--- src/rtl/checking_tester_if.sv ---
// Stimulus and result handshake bundle between the harness and the DUT.
// The harness takes the master side; the DUT (or its wrapper) the slave side.
interface checking_tester_if #(
  parameter int IN_W  = 16,
  parameter int OUT_W = 16
) ();
  logic             stim_valid;
  logic             stim_yumi;
  logic [IN_W-1:0]  stim_data;
  logic             res_valid;
  logic             res_ready;
  logic [OUT_W-1:0] res_data;

  modport master (
    output stim_valid, stim_data, res_ready,
    input  stim_yumi, res_valid, res_data
  );

  modport slave (
    input  stim_valid, stim_data, res_ready,
    output stim_yumi, res_valid, res_data
  );
endinterface

--- src/rtl/checking_tester.sv ---
// Streams ROM test vectors into a DUT and checks its in-order results
// against an expected-value ROM, with bounded outstanding vectors.
module checking_tester #(
  parameter int IN_WORD_SIZE    = 16,
  parameter int IN_NUM_WORDS    = 1,
  parameter int OUT_WORD_SIZE   = 16,
  parameter int OUT_NUM_WORDS   = 1,
  parameter int NUM_TESTS       = 4,
  parameter int MAX_OUTSTANDING = 2,
  parameter int TOLERANCE       = 0,
  parameter logic [NUM_TESTS*IN_NUM_WORDS*IN_WORD_SIZE-1:0]
    IN_INIT = '0,
  parameter logic [NUM_TESTS*OUT_NUM_WORDS*OUT_WORD_SIZE-1:0]
    EXP_INIT = '0
) (
  input  logic clk_i,
  input  logic reset_n_i,
  input  logic start_i,
  input  logic loop_i,
  checking_tester_if.master bus,
  output logic busy_o,
  output logic done_o,
  output logic pass_o,
  output logic [$clog2(NUM_TESTS+1)-1:0] error_count_o,
  output logic first_fail_valid_o,
  output logic [$clog2(NUM_TESTS)-1:0] first_fail_idx_o,
  output logic [15:0] pass_count_o
);

  localparam int IW  = IN_NUM_WORDS * IN_WORD_SIZE;
  localparam int OW  = OUT_NUM_WORDS * OUT_WORD_SIZE;
  localparam int PW  = $clog2(NUM_TESTS);
  localparam int CW  = $clog2(NUM_TESTS + 1);
  localparam int OSW = $clog2(MAX_OUTSTANDING + 1);
  localparam int OWP = OUT_WORD_SIZE + 1;

  localparam logic [CW-1:0]  NT   = CW'(NUM_TESTS);
  localparam logic [PW-1:0]  LAST = PW'(NUM_TESTS - 1);
  localparam logic [OSW-1:0] MAXO = OSW'(MAX_OUTSTANDING);
  localparam logic signed [OWP-1:0] TOL = OWP'(TOLERANCE);

  typedef enum logic [1:0] {IDLE, RUN, DONE} state_t;

  state_t         state_q;
  logic [PW-1:0]  send_ptr_q;
  logic [PW-1:0]  send_ptr_d;
  logic [PW-1:0]  recv_ptr_q;
  logic [CW-1:0]  sent_q;
  logic [OSW-1:0] outst_q;
  logic [CW-1:0]  err_q;
  logic           ffv_q;
  logic [PW-1:0]  ffi_q;
  logic [15:0]    pass_q;
  logic [IW-1:0]  data_q;

  logic          run;
  logic          valid;
  logic          ready;
  logic          send_fire;
  logic          recv_fire;
  logic          last_recv;
  logic          mismatch;
  logic [IW-1:0] in_rd;
  logic [OW-1:0] exp_vec;

  function automatic logic word_bad(
    input logic [OUT_WORD_SIZE-1:0] a,
    input logic [OUT_WORD_SIZE-1:0] b
  );
    logic signed [OWP-1:0] d;
    d = $signed({a[OUT_WORD_SIZE-1], a})
      - $signed({b[OUT_WORD_SIZE-1], b});
    if (d[OWP-1]) d = -d;
    return d > TOL;
  endfunction

  assign run   = state_q == RUN;
  assign valid = run && (sent_q < NT) && (outst_q < MAXO);
  assign ready = run && (outst_q != '0);

  assign send_fire = valid && bus.stim_yumi;
  assign recv_fire = ready && bus.res_valid;
  assign last_recv = recv_fire && (recv_ptr_q == LAST);

  assign in_rd   = IN_INIT[int'(send_ptr_d)*IW +: IW];
  assign exp_vec = EXP_INIT[int'(recv_ptr_q)*OW +: OW];

  always_comb begin
    mismatch = 1'b0;
    for (int w = 0; w < OUT_NUM_WORDS; w++) begin
      if (word_bad(bus.res_data[w*OUT_WORD_SIZE +: OUT_WORD_SIZE],
                   exp_vec[w*OUT_WORD_SIZE +: OUT_WORD_SIZE]))
        mismatch = 1'b1;
    end
  end

  // ROM is read at the next pointer so data_o is ready with no bubble
  always_comb begin
    send_ptr_d = send_ptr_q;
    if (!run) begin
      if (start_i) send_ptr_d = '0;
    end else if (last_recv && loop_i) begin
      send_ptr_d = '0;
    end else if (send_fire) begin
      send_ptr_d = (send_ptr_q == LAST) ? '0 : send_ptr_q + 1'b1;
    end
  end

  always_ff @(posedge clk_i) begin
    if (!reset_n_i) begin
      state_q    <= IDLE;
      send_ptr_q <= '0;
      recv_ptr_q <= '0;
      sent_q     <= '0;
      outst_q    <= '0;
      err_q      <= '0;
      ffv_q      <= 1'b0;
      ffi_q      <= '0;
      pass_q     <= '0;
      data_q     <= IN_INIT[IW-1:0];
    end else begin
      send_ptr_q <= send_ptr_d;
      data_q     <= in_rd;
      unique case (state_q)
        IDLE, DONE: begin
          if (start_i) begin
            state_q    <= RUN;
            recv_ptr_q <= '0;
            sent_q     <= '0;
            outst_q    <= '0;
            err_q      <= '0;
            ffv_q      <= 1'b0;
            ffi_q      <= '0;
            pass_q     <= '0;
          end
        end
        RUN: begin
          if (send_fire) sent_q <= sent_q + 1'b1;
          if (send_fire && !recv_fire)
            outst_q <= outst_q + 1'b1;
          else if (!send_fire && recv_fire)
            outst_q <= outst_q - 1'b1;
          if (recv_fire) begin
            recv_ptr_q <= (recv_ptr_q == LAST) ? '0
                        : recv_ptr_q + 1'b1;
            if (mismatch) begin
              if (err_q != '1) err_q <= err_q + 1'b1;
              if (!ffv_q) begin
                ffv_q <= 1'b1;
                ffi_q <= recv_ptr_q;
              end
            end
          end
          if (last_recv) begin
            if (loop_i) begin
              sent_q <= '0;
              pass_q <= pass_q + 1'b1;
            end else begin
              state_q <= DONE;
            end
          end
        end
        default: state_q <= IDLE;
      endcase
    end
  end

  assign bus.stim_valid = valid;
  assign bus.stim_data  = data_q;
  assign bus.res_ready  = ready;

  assign busy_o             = run;
  assign done_o             = state_q == DONE;
  assign pass_o             = done_o && (err_q == '0);
  assign error_count_o      = err_q;
  assign first_fail_valid_o = ffv_q;
  assign first_fail_idx_o   = ffi_q;
  assign pass_count_o       = pass_q;

endmodule
--- src/flat_wrapper.sv ---
// flat-port wrapper written by rule: the top's interface ports become plain ports
module checking_tester_flat 
#(
  parameter int IN_WORD_SIZE    = 16,
  parameter int IN_NUM_WORDS    = 1,
  parameter int OUT_WORD_SIZE   = 16,
  parameter int OUT_NUM_WORDS   = 1,
  parameter int NUM_TESTS       = 4,
  parameter int MAX_OUTSTANDING = 2,
  parameter int TOLERANCE       = 0,
  parameter logic [NUM_TESTS*IN_NUM_WORDS*IN_WORD_SIZE-1:0]
    IN_INIT = '0,
  parameter logic [NUM_TESTS*OUT_NUM_WORDS*OUT_WORD_SIZE-1:0]
    EXP_INIT = '0
)
  (clk_i, reset_n_i, start_i, loop_i, busy_o, done_o, pass_o, error_count_o, first_fail_valid_o, first_fail_idx_o, pass_count_o, bus_stim_valid, bus_stim_data, bus_res_ready, bus_stim_yumi, bus_res_valid, bus_res_data);
  checking_tester_if bus_i ();
  input  logic clk_i;
  input  logic reset_n_i;
  input  logic start_i;
  input  logic loop_i;
  output logic busy_o;
  output logic done_o;
  output logic pass_o;
  output logic [$clog2(NUM_TESTS+1)-1:0] error_count_o;
  output logic first_fail_valid_o;
  output logic [$clog2(NUM_TESTS)-1:0] first_fail_idx_o;
  output logic [15:0] pass_count_o;
  output wire logic [$bits(bus_i.stim_valid)-1:0] bus_stim_valid;
  output wire logic [$bits(bus_i.stim_data)-1:0] bus_stim_data;
  output wire logic [$bits(bus_i.res_ready)-1:0] bus_res_ready;
  input wire logic [$bits(bus_i.stim_yumi)-1:0] bus_stim_yumi;
  input wire logic [$bits(bus_i.res_valid)-1:0] bus_res_valid;
  input wire logic [$bits(bus_i.res_data)-1:0] bus_res_data;
  assign bus_stim_valid = bus_i.stim_valid;
  assign bus_stim_data = bus_i.stim_data;
  assign bus_res_ready = bus_i.res_ready;
  assign bus_i.stim_yumi = bus_stim_yumi;
  assign bus_i.res_valid = bus_res_valid;
  assign bus_i.res_data = bus_res_data;
  checking_tester #(.IN_WORD_SIZE(IN_WORD_SIZE), .IN_NUM_WORDS(IN_NUM_WORDS), .OUT_WORD_SIZE(OUT_WORD_SIZE), .OUT_NUM_WORDS(OUT_NUM_WORDS), .NUM_TESTS(NUM_TESTS), .MAX_OUTSTANDING(MAX_OUTSTANDING), .TOLERANCE(TOLERANCE), .IN_INIT(IN_INIT), .EXP_INIT(EXP_INIT)) u_core (.clk_i(clk_i), .reset_n_i(reset_n_i), .start_i(start_i), .loop_i(loop_i), .bus(bus_i), .busy_o(busy_o), .done_o(done_o), .pass_o(pass_o), .error_count_o(error_count_o), .first_fail_valid_o(first_fail_valid_o), .first_fail_idx_o(first_fail_idx_o), .pass_count_o(pass_count_o));
endmodule
--- config.mk ---
export PLATFORM = sky130hd
export DESIGN_NAME = checking_tester_flat
export DESIGN_NICKNAME = d
export VERILOG_FILES = /design/src/rtl/checking_tester_if.sv /design/src/rtl/checking_tester.sv /design/src/flat_wrapper.sv
export SDC_FILE = /design/constraint.sdc
export NUM_CORES = 1
export LEC_CHECK = 0
export BUFFER_PORTS_ARGS = -buffer_cell sky130_fd_sc_hd__buf_2
export CAP_MARGIN = 0
export CORE_ASPECT_RATIO = 0.75
export CORE_MARGIN = 2
export CORE_UTILIZATION = 45
export CTS_BUF_LIST = sky130_fd_sc_hd__clkbuf_8
export DETAILED_ROUTE_END_ITERATION = 10
export PLACE_DENSITY = 0.77
export REMOVE_ABC_BUFFERS = 1
export SYNTH_ARGS = -nofsm -noshare
export SYNTH_HDL_FRONTEND = slang
export SYNTH_SLANG_ARGS = --single-unit
export TNS_END_PERCENT = 5
--- constraint.sdc ---
create_clock -name clk_i -period 1.98 [get_ports clk_i]
set_input_delay 0.099 -clock clk_i [delete_from_list [all_inputs] [get_ports clk_i]]
set_output_delay 0.099 -clock clk_i [all_outputs]
set_load 0.01 [all_outputs]
==> summary.md, run 1 <==
| Metric | Value |
|---|---|
| Mean Syn Cell Area | `8.35 sq um` |
| Initial antenna violation count | `0` |
| Filler cells | `327` |
| CTS Buffer Depth | `2` |
| Post-layout net count | `297` |
| Seq cells post-synth | `31` |
| Share of cells above drive strength 1 | `32.0%` |
| Core footprint | `3640 sq um` |
| Hold depth | `3` |
| First-pass GRT wire length | `6300 um` |
| Worst Reg2Reg Path Length in Cells | `7` |
| Worst path depth | `7` |
| Clk_lat worst skew | `0.28 ns` |
| Class of the worst hold path | `in -> reg` |
| Final Cycle Share | `95.1%` |
| First drt pass iteration count | `4` |
| Int Pwr | `966 uW` |
| Flop-to-flop setup slack | `0.1 ns` |
| Hold Path Sink | `u_core.recv_ptr_q[1]$_SDFFE_PN0P_` |
| Vias in the first global route | `1414` |
| Family with the most delay on the worst path | `simple AND/OR/NAND/NOR gates` |
| CTS Hold Buffers Added | `0` |
| Reg2reg start | `u_core.state_q[1]$_SDFFE_PN0P_` |
| Sequential share of the synthesized area | `36.6%` |
| CTS root buf | `clkbuf_8` |
| MaxCap Viol Count | `0` |
| Overall routing resource usage | `19.1%` |
| Post-synth EDFFs | `0` |
| Clk_skew | `0.00880 ns` |
| Footprint of the multi-input gates | `973 sq um` |
| Worst Setup SP | `u_core.state_q[1]$_SDFFE_PN0P_` |
| Area of the die | `4280 sq um` |
| Area contributors post-synth | `dfxtp_1, buf_4, xnor2_1` |
| Setup TNS | `0 ns` |
| Placed cells | `307` |
| Cells along the critical path | `nand2b_4 > buf_4 > inv_2 > a221o_2 > nor4_1 > xnor2_1 > nor2_1` |
| Largest net degree at the start of global routing | `16` |
| Synth unique cells | `44` |
| Post-Route WL | `3730 um` |
| Avg WL per Cell | `11.6 um` |
| Clock transition at the registers of the reported paths | `0.07 ns` |
| Die width | `74.9 um` |
| 1st-iter DRT viols | `84` |
| I/O pin total | `65` |
| Initial Util | `46.6%` |
| CP max-delay cell | `a221o_2` |
| Net switching power | `349 uW` |
| TritonCTS Buffers | `5` |
| Drt via density | `4.84` |
| Yosys Warn Count | `0` |
| Via count | `1554` |
| Prevailing post-synth register cell | `dfxtp_1` |
| Synth Instances | `203` |
| Synth-to-Final Area Change | `26.5%` |
| Routability cong. | `0.869` |
| Global route overflow | `0` |
| Final setup violation count | `0` |
| LEAKAGE | `0.000930 uW` |
| Critical Path Max Stage Delay | `0.49 ns` |
| WS Path Type | `reg -> reg` |
| Worst VDD drop | `0.000422 V` |
| Critical path launch point type | `register` |
| Non-Filler Instances | `321` |
| Final Hold Viols | `0` |
| Seq pwr share | `49.3%` |
| Area leader, netlist | `dfxtp_1` |
| ANT nets after route | `0` |
| Row count | `19` |
| CP bufs+invs | `2` |
| Max Slew Vio Count | `0` |
| Reg-to-reg endpoint | `u_core.pass_count_o[14]$_SDFFE_PN0P_` |
| CTS tree | `done` |
| Ant. Diodes | `0` |
| Achievable Freq | `531 MHz` |
| Async SR Flop Fraction | `0%` |
| CP endpoint kind | `register` |
| Port bufs | `48` |
| Crit path DAT | `2.04 ns` |
| Crit path time final | `1.88 ns` |
| DP Wirelength | `2830 um` |
| FF/Latch Area | `623 sq um` |
| Die Span Y | `57.2 um` |
| Post-Syn Area | `1700 sq um` |
| Clock power frac | `35.2%` |
| HP Start | `bus_res_valid` |
| DRC viols | `0` |
| Critical path data required time | `2.14 ns` |
| H-tree Lvls | `2` |
| Comb power frac | `15.5%` |
| Post-synth top area share | `36.6%` |
| Crit Path Max Fanout | `12` |
| RSZ-0062 raised after global routing | `true` |
| Pwr Density | `613 nW/um^2` |
| Clk sinks | `31` |
| Sw frac | `26.5%` |
| Outcome | `completed` |
[worst reg2reg max path, cell delays in order (launching register included)]
cell and delay (ns):
dfxtp_1 0.34, nand2b_4 0.17, buf_4 0.15, inv_2 0.04, a221o_2 0.49, nor4_1 0.37, xnor2_1 0.16, nor2_1 0.05
[final cells by class]
type / instances / area share (%)
Multi-Input combinational cell: 155 / 45.4
Tap cell: 52 / 3.03
Sequential cell: 31 / 29.1
Clock buffer: 5 / 3.21
Inverter: 11 / 1.93
Clock inverter: 3 / 0.583
Timing Repair Buffer: 64 / 16.8
[state kept, by name, indices dropped and copies added, names as in the netlist]
register / cells
u_core.recv_ptr_q: 2
u_core.first_fail_idx_o: 2
u_core.state_q: 2
u_core.error_count_o: 3
u_core.pass_count_o: 16
u_core.first_fail_valid_o: 1
u_core.sent_q: 3
u_core.outst_q: 2
[routing by layer]
metal	share of wire, %	GRT usage, %	vias to the layer above
met1	48	25.5	698
met4	1.5	8.93	0
met2	45	28.2	41
met5	0	0	-
li1	-	-	809
met3	5.3	6.01	6
[worst max path at each step]
stage / end / slack, ns
global placement: u_core.outst_q[1]$_SDFFE_PN0P_ / 0.06
global route: u_core.pass_count_o[8]$_SDFFE_PN0P_ / 0.0004
floorplan: u_core.outst_q[1]$_SDFFE_PN0P_ / -0.26
CTS: u_core.outst_q[1]$_SDFFE_PN0P_ / 0.005
detailed placement: u_core.outst_q[1]$_SDFFE_PN0P_ / -0.05
finish: u_core.pass_count_o[14]$_SDFFE_PN0P_ / 0.1
[power groups by stage]
stage               clock network, uW  logic, uW  registers (uW)
floorplan                           0       93.2             661
global placement                    0        175             659
detailed placement                  0        177             660
CTS                               478        200             647
global route                      513        225             649
finish                            464        204             648
[cell usage in the layout, fill, tap and decap left out, types with 7 or more instances in the layout]
master,n
a21oi_1,8
buf_2,48
buf_4,16
conb_1,16
dfxtp_1,29
ha_1,7
inv_1,11
nand2_1,19
nand3_1,7
nor2_1,21
xnor2_1,13
[synthesized netlist by cell type, drive strengths merged, types with 4 or more instances]
master and number:
nand2 19, a21oi 9, nor3 7, clkbuf 4, inv 10, nor4 9
nor2 22, nand2b 4, ha 7, nand3 7, or3 4, o22ai 4
xnor2 13, buf 17, dfxtp 31
[through the flow]
step                area [sq um]  utilization (%)  power, uW  worst slack [ns]  hold WS (ns)
floorplan                   1610                -        754            -0.263         0.247
global placement            1990             54.6        834            0.0645         0.410
detailed placement          1990             54.6        837           -0.0546         0.413
CTS                         2130             58.6       1320           0.00542         0.115
global route                2140             59.0       1390          0.000395         0.119
finish                      2140             59.0       1320            0.0973         0.124
[logic make-up after synthesis]
| logic type | Yosys count | share of synthesized area [%] |
|---|---|---|
| AO/OA/AOI/OAI | 27 | 10.5 |
| AND/OR/NAND/NOR | 88 | 27.5 |
| flip-flops | 31 | 36.6 |
| multiplexers | 2 | 1.18 |
| adder cells (fa/ha/maj) | 7 | 5.17 |
| buffers and inverters | 32 | 11.1 |
| XOR/XNOR | 15 | 7.75 |
| other | 1 | 0.221 |
[timing repair]
action / CTS / global route
pin swaps: 2 / 1
resized for setup: 6 / 4
setup endpoints to repair: 1 / 8
setup buffers: 6 / 0
Note: power is estimated with default switching activity, not from simulation.
==> inputs of run 2 (changes only) <==
--- a/config.mk
+++ b/config.mk
@@ -7,7 +7,7 @@
 export LEC_CHECK = 0
 export BUFFER_PORTS_ARGS = -buffer_cell sky130_fd_sc_hd__buf_2
 export CAP_MARGIN = 0
-export CORE_ASPECT_RATIO = 0.75
+export CORE_ASPECT_RATIO = 0.6
 export CORE_MARGIN = 2
 export CORE_UTILIZATION = 45
 export CTS_BUF_LIST = sky130_fd_sc_hd__clkbuf_8
==> run 2 against run 1 <==
Effect of this change:
- core utilization up 0.93 points
- sequential cell count is the same
- global-route usage rose by 0.65 points
- power grew 13%
- setup slack got worse by 0.078 ns
- maximum frequency down 4.0%
- final area is 1.6% higher
- highest routed layer unchanged
==> summary.md, run 2 (synthesized netlist as in run 1, its figures left out) <==
| Metric | Value |
|---|---|
| Max Slew Vio Count | `0` |
| Vias in the first global route | `1445` |
| Final Hold Viols | `0` |
| Routability cong. | `0.795` |
| WS Path Type | `reg -> reg` |
| TritonCTS Buffers | `5` |
| Avg WL per Cell | `13.1 um` |
| Class of the worst hold path | `in -> reg` |
| Filler cells | `328` |
| Global route overflow | `0` |
| Synth-to-Final Area Change | `28.5%` |
| Critical path launch point type | `register` |
| I/O pin total | `65` |
| Initial Util | `46.6%` |
| Most common cell after layout, fill and taps aside | `buf_2` |
| Worst Setup EP | `u_core.pass_count_o[13]$_SDFFE_PN0P_` |
| Clk sinks | `31` |
| First drt pass iteration count | `4` |
| CTS Buffer Depth | `2` |
| CP max-delay cell | `a221o_4` |
| Most frequent cells in the layout | `buf_2, dfxtp_1, nor2_1` |
| Pre-CTS WS | `0.0285 ns` |
| Ant. Diodes | `0` |
| Critical path data required time | `2.14 ns` |
| First-pass GRT wire length | `6620 um` |
| Drt via density | `5.06` |
| CP bufs+invs | `2` |
| MaxCap Viol Count | `0` |
| Post-layout net count | `292` |
| Outcome | `completed` |
| Family with the most delay on the worst path | `simple AND/OR/NAND/NOR gates` |
| Crit Path Max Fanout | `12` |
| CTS tree | `done` |
| Flop-to-flop setup slack | `0.02 ns` |
| Worst Setup SP | `u_core.state_q[1]$_SDFFE_PN0P_` |
| RSZ-0062 raised after global routing | `true` |
| Overall routing resource usage | `19.8%` |
| Worst path depth | `7` |
| Via count | `1574` |
| Initial antenna violation count | `0` |
| Max FFs per register | `16` |
| Slew at the pin with the worst max-slew slack | `0.503 ns` |
| Clk_skew | `0.00472 ns` |
| Non-Filler Instances | `311` |
| Worst VDD drop | `0.000423 V` |
| Share of cells above drive strength 1 | `33.0%` |
| DP Wirelength | `2960 um` |
| Crit path time final | `1.96 ns` |
| Crit path DAT | `2.12 ns` |
| LEAKAGE | `0.000938 uW` |
| Pwr Density | `685 nW/um^2` |
| 1st-iter DRT viols | `94` |
| Reg2reg start | `u_core.state_q[1]$_SDFFE_PN0P_` |
| Port bufs | `48` |
| Row count | `17` |
| Final Cycle Share | `99.0%` |
| Critical Path Max Stage Delay | `0.51 ns` |
| Cells along the critical path | `nand2b_4 > buf_4 > inv_2 > a221o_4 > nor4_1 > xnor2_1 > nor2_1` |
| H-tree Lvls | `2` |
| Achievable Freq | `510 MHz` |
| Largest net degree at the start of global routing | `16` |
| Worst Reg2Reg Path Length in Cells | `7` |
| Reg-to-reg endpoint | `u_core.pass_count_o[13]$_SDFFE_PN0P_` |
| Die width | `83.2 um` |
| Clock transition at the registers of the reported paths | `0.07 ns` |
| DRC viols | `0` |
| CTS Hold Buffers Added | `0` |
| Placed cells | `302` |
| CTS root buf | `clkbuf_8` |
| Slew margin rel. | `66.4%` |
| Post-Route WL | `4070 um` |
| Final setup violation count | `0` |
| ANT nets after route | `0` |
| Die Span Y | `51.5 um` |
| Core footprint | `3640 sq um` |
| Area of the die | `4290 sq um` |
| Clk_lat worst skew | `0.29 ns` |
| CP endpoint kind | `register` |
| Final WS setup | `0.0196 ns` |
## run 2: timing repair
action | 4_1_cts | 5_1_grt
endpoints found under the setup margin | 1 | 11
pin swaps | 0 | 2
hold endpoints to repair | 0 | 0
buffers inserted | 0 | 1
gates resized for setup | 1 | 15
## run 2: stage by stage
stage / hold WS (ns) / total power, uW / utilization (%) / setup TNS, ns / instance area (sq um)
after floorplan: 0.247 / 754 / - / -0.263 / 1610
after global placement: 0.404 / 835 / 54.4 / 0 / 1980
after detailed placement: 0.403 / 838 / 54.4 / 0 / 1980
after CTS: 0.108 / 1490 / 57.8 / 0 / 2100
after global routing: 0.128 / 1560 / 59.9 / -0.0866 / 2180
final: 0.116 / 1490 / 59.9 / 0 / 2180
## run 2: cell type report
cell class / count / area (sq um) / area share [%]
well taps: 47 / 58.8 / 2.70
flip-flops and latches: 31 / 623 / 28.6
multi-input cells: 155 / 1010 / 46.6
inverters: 11 / 41.3 / 1.90
clock buffers: 6 / 82.6 / 3.79
repair buffers: 59 / 323 / 14.8
clock inverters: 2 / 35.0 / 1.61
## run 2: metal layers
metal  global-route usage [%]  share of wire (%)  vias up  routed length (um)
met1                     26.5                 50      725                2020
met4                     9.29                2.3        0                  93
li1                         -                  -      794                   -
met5                        0                  0        -                   0
met2                     29.3                 44       43                1780
met3                     6.35                4.4       12                 178
## run 2: how the worst min path moves through the flow
stage / from / end / slack, ns / cells after the start
floorplan: bus_res_valid / u_core.recv_ptr_q[1]$_SDFFE_PN0P_ / 0.25 / 2
global placement: start_i / u_core.state_q[1]$_SDFFE_PN0P_ / 0.40 / 4
detailed placement: start_i / u_core.state_q[1]$_SDFFE_PN0P_ / 0.40 / 4
CTS: start_i / u_core.state_q[1]$_SDFFE_PN0P_ / 0.11 / 4
global route: bus_res_valid / u_core.recv_ptr_q[1]$_SDFFE_PN0P_ / 0.13 / 3
finish: start_i / u_core.state_q[1]$_SDFFE_PN0P_ / 0.12 / 4
## run 2: report_power, final
part	leakage, uW	internal, uW	total [uW]	switching, uW
sequential	0.000251	635	648	12.9
combinational	0.000626	84.4	194	110
clock	0.0000612	407	650	243
## run 2: tightest hold or removal path, cell delays in order
cell and delay (ns):
buf_2 0.10, inv_1 0.04, a32oi_1 0.05, nor2_1 0.07
==> inputs of run 3 (changes only) <==
--- a/config.mk
+++ b/config.mk
@@ -9,10 +9,9 @@
 export CAP_MARGIN = 0
 export CORE_ASPECT_RATIO = 0.6
 export CORE_MARGIN = 2
-export CORE_UTILIZATION = 45
-export CTS_BUF_LIST = sky130_fd_sc_hd__clkbuf_8
+export CORE_UTILIZATION = 44
 export DETAILED_ROUTE_END_ITERATION = 10
-export PLACE_DENSITY = 0.77
+export PLACE_DENSITY = 0.76
 export REMOVE_ABC_BUFFERS = 1
 export SYNTH_ARGS = -nofsm -noshare
 export SYNTH_HDL_FRONTEND = slang
==> run 3 against run 2 <==
Effect of this change:
- maximum frequency is 2.6% higher
- final area shrank 0.40%
- largest power group unchanged
- combinational power barely moved
- clock power barely moved
- setup slack improved by 0.050 ns
- power barely moved
- first-iteration DRC count down 50%
- clock-buffer cell count stayed put
==> summary.md, run 3 (synthesized netlist as in run 1, its figures left out) <==
| Metric | Value |
|---|---|
| Outcome | `completed` |
| Critical Path Max Stage Delay | `0.59 ns` |
| Crit Path Max Fanout | `5` |
| H-tree Lvls | `2` |
| CP endpoint kind | `register` |
| Hold_ws | `0.137 ns` |
| Max Slew Vio Count | `0` |
| Routability cong. | `0.807` |
| Slew margin rel. | `64.5%` |
| MaxCap Viol Count | `0` |
| Class of the worst hold path | `in -> reg` |
| Post-CTS setup buffers | `0` |
| DRC viols | `0` |
| Largest net degree at the start of global routing | `16` |
| Placement Cell Area | `1990 sq um` |
| Die width | `84.1 um` |
| Most common cell after layout, fill and taps aside | `buf_2` |
| I/O pin total | `65` |
| Core footprint | `3680 sq um` |
| Global route overflow | `0` |
| Setup TNS | `0 ns` |
| CP max-delay cell | `or4b_2` |
| Area of the die | `4380 sq um` |
| Cells along the critical path | `nand2b_4 > nor2_2 > nand2_1 > ha_2 > xnor2_2 > or4b_2 > a21oi_1` |
| Die Span Y | `52.1 um` |
| Clk sinks | `31` |
| Initial Util | `46.1%` |
| Avg WL per Cell | `13.1 um` |
| CTS Buffer Depth | `2` |
| Clock transition at the registers of the reported paths | `0.07 ns` |
| Ant. Diodes | `0` |
| Share of cells above drive strength 1 | `32.1%` |
| DP Wirelength | `2970 um` |
| Synth-to-Final Area Change | `28.0%` |
| First-pass GRT wire length | `6440 um` |
| Vias in the first global route | `1381` |
| Crit path DAT | `2.12 ns` |
| Crit path time final | `1.91 ns` |
| Non-Filler Instances | `312` |
| Max FFs per register | `16` |
| LEAKAGE | `0.000931 uW` |
| Pwr Density | `688 nW/um^2` |
| Critical path data required time | `2.19 ns` |
| Most frequent cells in the layout | `buf_2, dfxtp_1, nor2_1` |
| 1st-iter DRT viols | `47` |
| TritonCTS Buffers | `5` |
| CTS root buf | `clkbuf_8` |
| Clk_lat worst skew | `0.29 ns` |
| ANT nets after route | `0` |
| Row count | `17` |
| Post-layout net count | `293` |
| Via count | `1596` |
| Final setup violation count | `0` |
| First drt pass iteration count | `4` |
| CP bufs+invs | `0` |
| WS Path Type | `reg -> reg` |
| Final Cycle Share | `96.5%` |
| Achievable Freq | `524 MHz` |
| Clk_skew | `0.00822 ns` |
| RSZ-0062 raised after global routing | `true` |
| CTS tree | `done` |
| Final Hold Viols | `0` |
| Drt via density | `5.12` |
| PnR Total Power | `1490 uW` |
| Slew at the pin with the worst max-slew slack | `0.532 ns` |
| Worst VDD drop | `0.000497 V` |
| Post-Route WL | `4090 um` |
| Initial antenna violation count | `0` |
| Layout Cell Area excl Fill | `2170 sq um` |
| Critical path launch point type | `register` |
| Port bufs | `48` |
| Family with the most delay on the worst path | `simple AND/OR/NAND/NOR gates` |
| Overall routing resource usage | `18.7%` |
| Placed cells | `303` |
-- run 3: cell count changes in the layout (fill, tap and decap cells not counted), sizes merged --
cell / delta
a221o: +1
-- run 3: worst min-delay path: stages --
cell and delay (ns):
buf_2 0.13, nand3_1 0.08, a21oi_1 0.06
-- run 3: routing by layer --
layer	GRT usage [%]	vias up	part of all wire, %	wire, um
li1	-	799	-	-
met1	25.1	739	48	1980
met2	29.1	50	45	1840
met3	6.35	8	5.1	209
met4	4.57	0	1.4	56
met5	0	-	0	0
-- run 3: where the power goes --
group	internal (uW)	switching, uW
Clock	407	246
Sequential	635	11.7
Combinational	82.2	112
-- run 3: timing repair --
item,in CTS,in global routing
hold buffers,0,0
hold endpoints to repair,0,0
pin swaps,0,1
resized for setup,4,8
cloned,0,1
setup endpoints to repair,3,8
-- run 3: path summary, 6_finish.rpt --
path | end | startpoint | slack, ns | depth (start not counted)
max | u_core.outst_q[1]$_SDFFE_PN0P_ | u_core.state_q[1]$_SDFFE_PN0P_ | 0.07 | 7
min | u_core.recv_ptr_q[1]$_SDFFE_PN0P_ | bus_res_valid | 0.14 | 3
max reg2reg | u_core.outst_q[1]$_SDFFE_PN0P_ | u_core.state_q[1]$_SDFFE_PN0P_ | 0.07 | 7
min reg2reg | u_core.first_fail_valid_o$_SDFFE_PN0P_ | u_core.first_fail_valid_o$_SDFFE_PN0P_ | 0.47 | 2
-- run 3: layout make-up --
cell class                 count  area (sq um)
clock inverter                 2          35.0
inverter                      11          41.3
timing repair buffer          59           323
sequential                    31           622
tap                           47          58.8
fill                         328          1510
clock buffer                   6          82.6
multi-input combinational    156          1010
-- run 3: through the flow --
stage / util, % / setup WS (ns)
2_1_floorplan: - / -0.263
3_3_place_gp: 54.0 / 0.0679
3_5_place_dp: 54.0 / -0.0205
4_1_cts: 57.6 / 0.0132
5_1_grt: 59.0 / -0.0274
6_report: 59.0 / 0.0699
